$ cat config.mk
export PLATFORM = sky130hd
export DESIGN_NAME = bmc_soft
export DESIGN_NICKNAME = d
export VERILOG_FILES = /design/src/rtl/bmc_pkg.sv /design/src/rtl/bmc_pipe_stage.sv /design/src/rtl/bmc_soft.sv
export SDC_FILE = /design/constraint.sdc
export NUM_CORES = 1
export LEC_CHECK = 0
export CAP_MARGIN = 20
export CELL_PAD_IN_SITES_DETAIL_PLACEMENT = 1
export CELL_PAD_IN_SITES_GLOBAL_PLACEMENT = 2
export CORE_MARGIN = 5
export CORE_UTILIZATION = 27
export CTS_BUF_LIST = sky130_fd_sc_hd__clkbuf_4
export DETAILED_ROUTE_END_ITERATION = 7
export PLACE_DENSITY = 0.74
export SYNTH_ARGS = -nofsm -noshare
export SYNTH_HDL_FRONTEND = slang
export SYNTH_SLANG_ARGS = --single-unit
$ cat constraint.sdc
create_clock -name clk -period 1.4 [get_ports clk]
set_input_delay 0.28 -clock clk [delete_from_list [all_inputs] [get_ports clk]]
set_output_delay 0.28 -clock clk [all_outputs]
set_load 0.01 [all_outputs]
$ cat src/rtl/bmc_pkg.sv
// Shared constants and helper functions for the soft-decision branch metric unit
// and the models that check it.
package bmc_pkg;

  localparam int MAX_N_OUT = 4;

  function automatic int smax_f(input int sw);
    return (1 << sw) - 1;
  endfunction

  function automatic int mw_f(input int n_out, input int sw);
    return $clog2(n_out * smax_f(sw) + 1);
  endfunction

  // Metric of hypothesis h: every transmitted output j costs its distance
  // from the confident level that h predicts for it.
  function automatic int hyp_metric(input int n_out, input int sw,
                                    input logic [MAX_N_OUT-1:0] mask,
                                    input logic [31:0] samples, input int h);
    int acc;
    int s;
    acc = 0;
    for (int j = 0; j < MAX_N_OUT; j++) begin
      if (j < n_out && mask[j]) begin
        s = int'((samples >> (j * sw)) & 32'(smax_f(sw)));
        acc += h[j] ? smax_f(sw) - s : s;
      end
    end
    return acc;
  endfunction

endpackage

$ cat src/rtl/bmc_pipe_stage.sv
// One elastic valid/ready register slice; loads when empty or when its content
// leaves in the same cycle.
module bmc_pipe_stage #(
  parameter int W = 8
) (
  input  logic         clk,
  input  logic         rst,
  input  logic         in_valid,
  output logic         in_ready,
  input  logic [W-1:0] in_data,
  output logic         out_valid,
  input  logic         out_ready,
  output logic [W-1:0] out_data
);

  assign in_ready = !out_valid || out_ready;

  always_ff @(posedge clk) begin
    if (rst) begin
      out_valid <= 1'b0;
      // NOTE: the payload is reset too, so downstream reads zeros rather than
      // stale metrics after a reset.
      out_data  <= '0;
    end else if (in_ready) begin
      out_valid <= in_valid;
      if (in_valid) out_data <= in_data;
    end
  end

endmodule

$ cat src/rtl/bmc_soft.sv
// Soft-decision branch metric unit: per-symbol puncture masking (S1) followed by
// metric summation for all 2^N_OUT hypotheses (S2).
module bmc_soft
  import bmc_pkg::*;
#(
  parameter  int N_OUT     = 2,
  parameter  int SW        = 3,
  parameter  int PUNCT_LEN = 4,
  localparam int MW        = mw_f(N_OUT, SW)
) (
  input  logic                          clk,
  input  logic                          rst,
  input  logic                          in_valid,
  output logic                          in_ready,
  input  logic [N_OUT*SW-1:0]           rx_soft,
  input  logic                          frame_start,
  input  logic                          punct_en,
  input  logic [PUNCT_LEN*N_OUT-1:0]    punct_pattern,
  output logic                          out_valid,
  input  logic                          out_ready,
  output logic [(2**N_OUT)*MW-1:0]      bm,
  output logic                          out_erased
);

  localparam int SMAX = smax_f(SW);
  localparam int NH   = 1 << N_OUT;
  localparam int PW   = (PUNCT_LEN > 1) ? $clog2(PUNCT_LEN) : 1;

  typedef struct packed {
    logic                     erased;
    logic [N_OUT-1:0][SW-1:0] d1;
    logic [N_OUT-1:0][SW-1:0] d0;
  } s1_t;

  typedef struct packed {
    logic                  erased;
    logic [NH-1:0][MW-1:0] bm;
  } s2_t;

  logic [PW-1:0]            phase;
  logic [PW-1:0]            use_phase;
  logic [N_OUT-1:0]         mask;
  logic [N_OUT-1:0][SW-1:0] rx_arr;
  logic                     accept;
  logic                     s1_in_ready, s1_valid, s2_in_ready, s2_valid;
  s1_t                      s1_d, s1_q;
  s2_t                      s2_d, s2_q;

  assign rx_arr    = rx_soft;
  assign in_ready  = s1_in_ready && !rst;
  assign accept    = in_valid && in_ready;
  assign use_phase = frame_start ? '0 : phase;

  always_ff @(posedge clk) begin
    if (rst) begin
      phase <= '0;
    end else if (accept) begin
      // NOTE: non-blocking so every register in this edge sees the old phase.
      phase <= (use_phase == PW'(PUNCT_LEN - 1)) ? '0 : use_phase + PW'(1);
    end
  end

  always_comb begin
    // NOTE: defaults first so no path leaves a variable unassigned (no latch).
    mask = punct_en ? N_OUT'(punct_pattern >> (int'(use_phase) * N_OUT)) : '1;
    s1_d = '0;
    for (int j = 0; j < N_OUT; j++) begin
      if (mask[j]) begin
        s1_d.d0[j] = rx_arr[j];
        s1_d.d1[j] = SW'(SMAX) - rx_arr[j];
      end
    end
    s1_d.erased = (mask == '0);
  end

  always_comb begin
    logic [MW-1:0] acc;
    acc  = '0;
    s2_d = '0;
    for (int h = 0; h < NH; h++) begin
      acc = '0;
      for (int j = 0; j < N_OUT; j++) begin
        acc = acc + MW'(h[j] ? s1_q.d1[j] : s1_q.d0[j]);
      end
      s2_d.bm[h] = acc;
    end
    s2_d.erased = s1_q.erased;
  end

  bmc_pipe_stage #(.W($bits(s1_t))) u_s1 (
    .clk       (clk),
    .rst       (rst),
    .in_valid  (in_valid),
    .in_ready  (s1_in_ready),
    .in_data   (s1_d),
    .out_valid (s1_valid),
    .out_ready (s2_in_ready),
    .out_data  (s1_q)
  );

  bmc_pipe_stage #(.W($bits(s2_t))) u_s2 (
    .clk       (clk),
    .rst       (rst),
    .in_valid  (s1_valid),
    .in_ready  (s2_in_ready),
    .in_data   (s2_d),
    .out_valid (s2_valid),
    .out_ready (out_ready),
    .out_data  (s2_q)
  );

  assign out_valid  = s2_valid && !rst;
  assign bm         = s2_q.bm;
  assign out_erased = s2_q.erased;

endmodule

==> metrics.md <==
| Metric | Value |
|---|---|
| Status | `finished with violations` |
| Violations in the final reports | `setup timing` |
| CP Buf/Inv Count | `0` |
| Delay-heaviest family, CP | `compound AO/OA/AOI/OAI gates` |
| Minimum clock period | `1440 ps` |
| Total track usage | `0.127` |
| Worst endpoint data arrival time | `1710 ps` |
| Vias | `1444` |
| CP Class | `reg2reg` |
| Die height | `87.9 µm` |
| Routed len/inst | `14.2 µm` |
| Remaining routing DRC violations | `0` |
| Clock root buffer | `clkbuf_4` |
| Achievable Freq | `0.692 GHz` |
| Placed insts | `307` |
| Initial antenna violation count | `1` |
| Total wire length | `4450 µm` |
| Fill cells | `718` |
| Placement Setup Slack | `-453 ps` |
| Pin count of the biggest net entering global routing | `22` |
| Synth Warn # | `0` |
| Remaining antenna violation count | `0` |
| Post-synth top area share | `0.415` |
| Total die area | `7730 µm²` |
| Placeable Area | `5920 µm²` |
| Floorplan row count | `28` |
| Gr ovfl total | `0` |
| Non-filler cells, final | `314` |
| CTS tree | `yes` |
| Crit-path cells | `mux2i_4, o311ai_4, a21oi_2, or3_4, o21ai_2` |
| CTS Buf Count | `5` |
| Post-synthesis cell count | `178` |
| Total chip power | `2.06 mW` |
| Layout cells sized above 1 | `0.328` |
| Count leader, synth | `dfxtp_1` |
| Worst rel slew slack | `0.815` |
| Required @ worst endpoint | `1660 ps` |
| Synth cell count leaders | `dfxtp_1 (34), nand2_1 (29), a21oi_1 (15), nor2_1 (15), ha_1 (12)` |
| Worst Path Max Fanout | `4` |
| Slowest cell delay on critical path | `380 ps` |
| Fin crit share | `1.03` |
| Seq/Total Area, Yosys | `0.415` |
| Final hold vios | `0` |
| Syn Nets | `214` |
| Register area | `706 µm²` |
| CTS Hold Bufs | `0` |
| Final nets | `274` |
| # Post-CTS Setup Buffers | `0` |
| Drt pass-1 iters | `4` |
| Largest area contributor in the netlist | `dfxtp_1` |
| Dpl cell area | `2270 µm²` |
| Crit-path slowest cell | `dfxtp_4` |
| Peak VDD IR | `0.000286 V` |
| Clock transition at the registers of the reported paths | `100 ps` |
| Fin area | `2470 µm²` |
| Synth Register Bits | `34` |
| Multi-input logic area | `1030 µm²` |
| Mapped Area | `1640 µm²` |
| Worst slew pin tran | `277 ps` |
| CP Launch Type | `register` |
| Final Max Tran Viols | `0` |
| H-tree depth | `2` |
| Clock skew | `10.9 ps` |
| Worst hold margin | `360 ps` |
| RSZ-0062 raised after global routing | `yes` |
| Post-synth EDFFs | `0` |
| Synth top area cells | `dfxtp_1 (41%), ha_1 (9.2%), nand2_1 (6.6%), fa_1 (4.9%), a21oi_1 (4.6%)` |
| Worst hold path type | `in2reg` |
| Final worst slack | `-44.9 ps` |
| Area Overhead vs Synth | `50.8%` |
| Port-buffer cells | `38` |
| Clk_lat worst skew | `330 ps` |
| Post-synth ARST share | `0` |
| CP Capture Type | `register` |
| Final setup fails | `6` |
| Die Width | `87.9 µm` |
| Max-cap violations | `0` |
| Power Dens Cells | `833 nW/µm²` |
| Clock buffer depth | `2` |
| Dominant synthesized flop cell | `dfxtp_1` |
| Placer Congestion | `0.744` |
| Number of global-route vias before repair | `1541` |
| First-pass GRT wire length | `7440 µm` |
| First DRT Iteration DRCs | `22` |
| Number of library cell types mapped by synthesis | `32` |
| Post-DP HPWL | `3390 µm` |
| Boundary pin count | `39` |
| Initial Util | `0.277` |
| Syn avg cell area | `9.22 µm²` |
| Clock Sinks | `34` |
| Vias/cell | `4.60` |
| LEAKAGE | `1.07 nW` |
==> tightest hold or removal path, delay by kind of cell <==
kind | cells | cell delay (ps)
and+or+nand+nor | 4 | 290
buffers and inverters | 1 | 90
==> where the power goes <==
group | internal, mW | total [mW] | switching (mW)
combinational | 0.236 | 0.443 | 0.208
clock | 0.228 | 0.549 | 0.321
sequential | 1.02 | 1.07 | 0.0489
total | 1.48 | 2.06 | 0.577
==> sequential cells by signal (all words and copies together), names as in the netlist <==
signal          cells
u_s1.out_valid      1
u_s2.out_data      17
phase               2
u_s1.out_data      13
u_s2.out_valid      1
==> final cells by class <==
type | count | area share
Multi-Input combinational cell | 127 | 0.415
Sequential cell | 34 | 0.285
Timing Repair Buffer | 61 | 0.225
Tap cell | 75 | 0.0379
Clock buffer | 7 | 0.0212
Inverter | 9 | 0.0147
Antenna cell | 1 | 0.00101
==> placed cells by master, fill, tap and decap left out, types with 5 or more instances in the layout <==
cell type        Yosys  final
buf_4                1     16
buf_6                1      6
dfxtp_1             34     24
inv_1                8      6
a21oi_1             15     10
nand2_1             29     28
clkbuf_4             0      7
nor3_1               7      5
o21ai_2              6      6
nor2_1              15     14
clkdlybuf4s50_1      0     16
a211oi_1             8      8
dfxtp_4              0      5
ha_1                12      8
dfxtp_2              0      5
a22o_1               6      6
dlygate4sd2_1        0     19
==> cell families after synthesis <==
family / after synthesis / share of synthesized area
xor gates and xnor gates: 4 / 0.0214
DFF: 34 / 0.415
buffers and inverters: 17 / 0.0458
adders and majority gates: 16 / 0.140
muxes: 2 / 0.0122
AOI/OAI and AO/OA: 44 / 0.194
and+or+nand+nor: 61 / 0.172
==> final timing paths <==
check	to	startpoint	cells past startpoint	slack, ps
min reg2reg	u_s2.out_data[8]$_SDFFE_PP0P_	u_s2.out_data[8]$_SDFFE_PP0P_	2	460
min	u_s1.out_valid$_SDFFE_PP0P_	out_ready	5	360
max reg2reg	u_s1.out_data[7]$_SDFFE_PP0P_	phase[0]$_SDFFE_PP0P_	5	-40
max	u_s1.out_data[7]$_SDFFE_PP0P_	phase[0]$_SDFFE_PP0P_	5	-40
==> per-layer routing <==
metal	track usage	wire length [µm]	vias to the layer above
li1	-	-	736
met1	0.151	1980	667
met2	0.218	2150	35
met3	0.0348	232	6
met4	0.0502	87	0
met5	0	0	-
==> timing repair <==
| item | in CTS | in global routing |
|---|---|---|
| cloned | 1 | 0 |
| resized for setup | 59 | 23 |
| setup endpoints to repair | 39 | 22 |
| pin swaps | 7 | 8 |
==> through the flow <==
stage	utilization	TNS, ps
after floorplan	-	0
after detailed placement	0.383	-11750
after global placement	0.383	-10290
after global routing	0.418	-1040
final	0.418	-153
after CTS	0.408	-130
(Power assumes the default switching activity.)
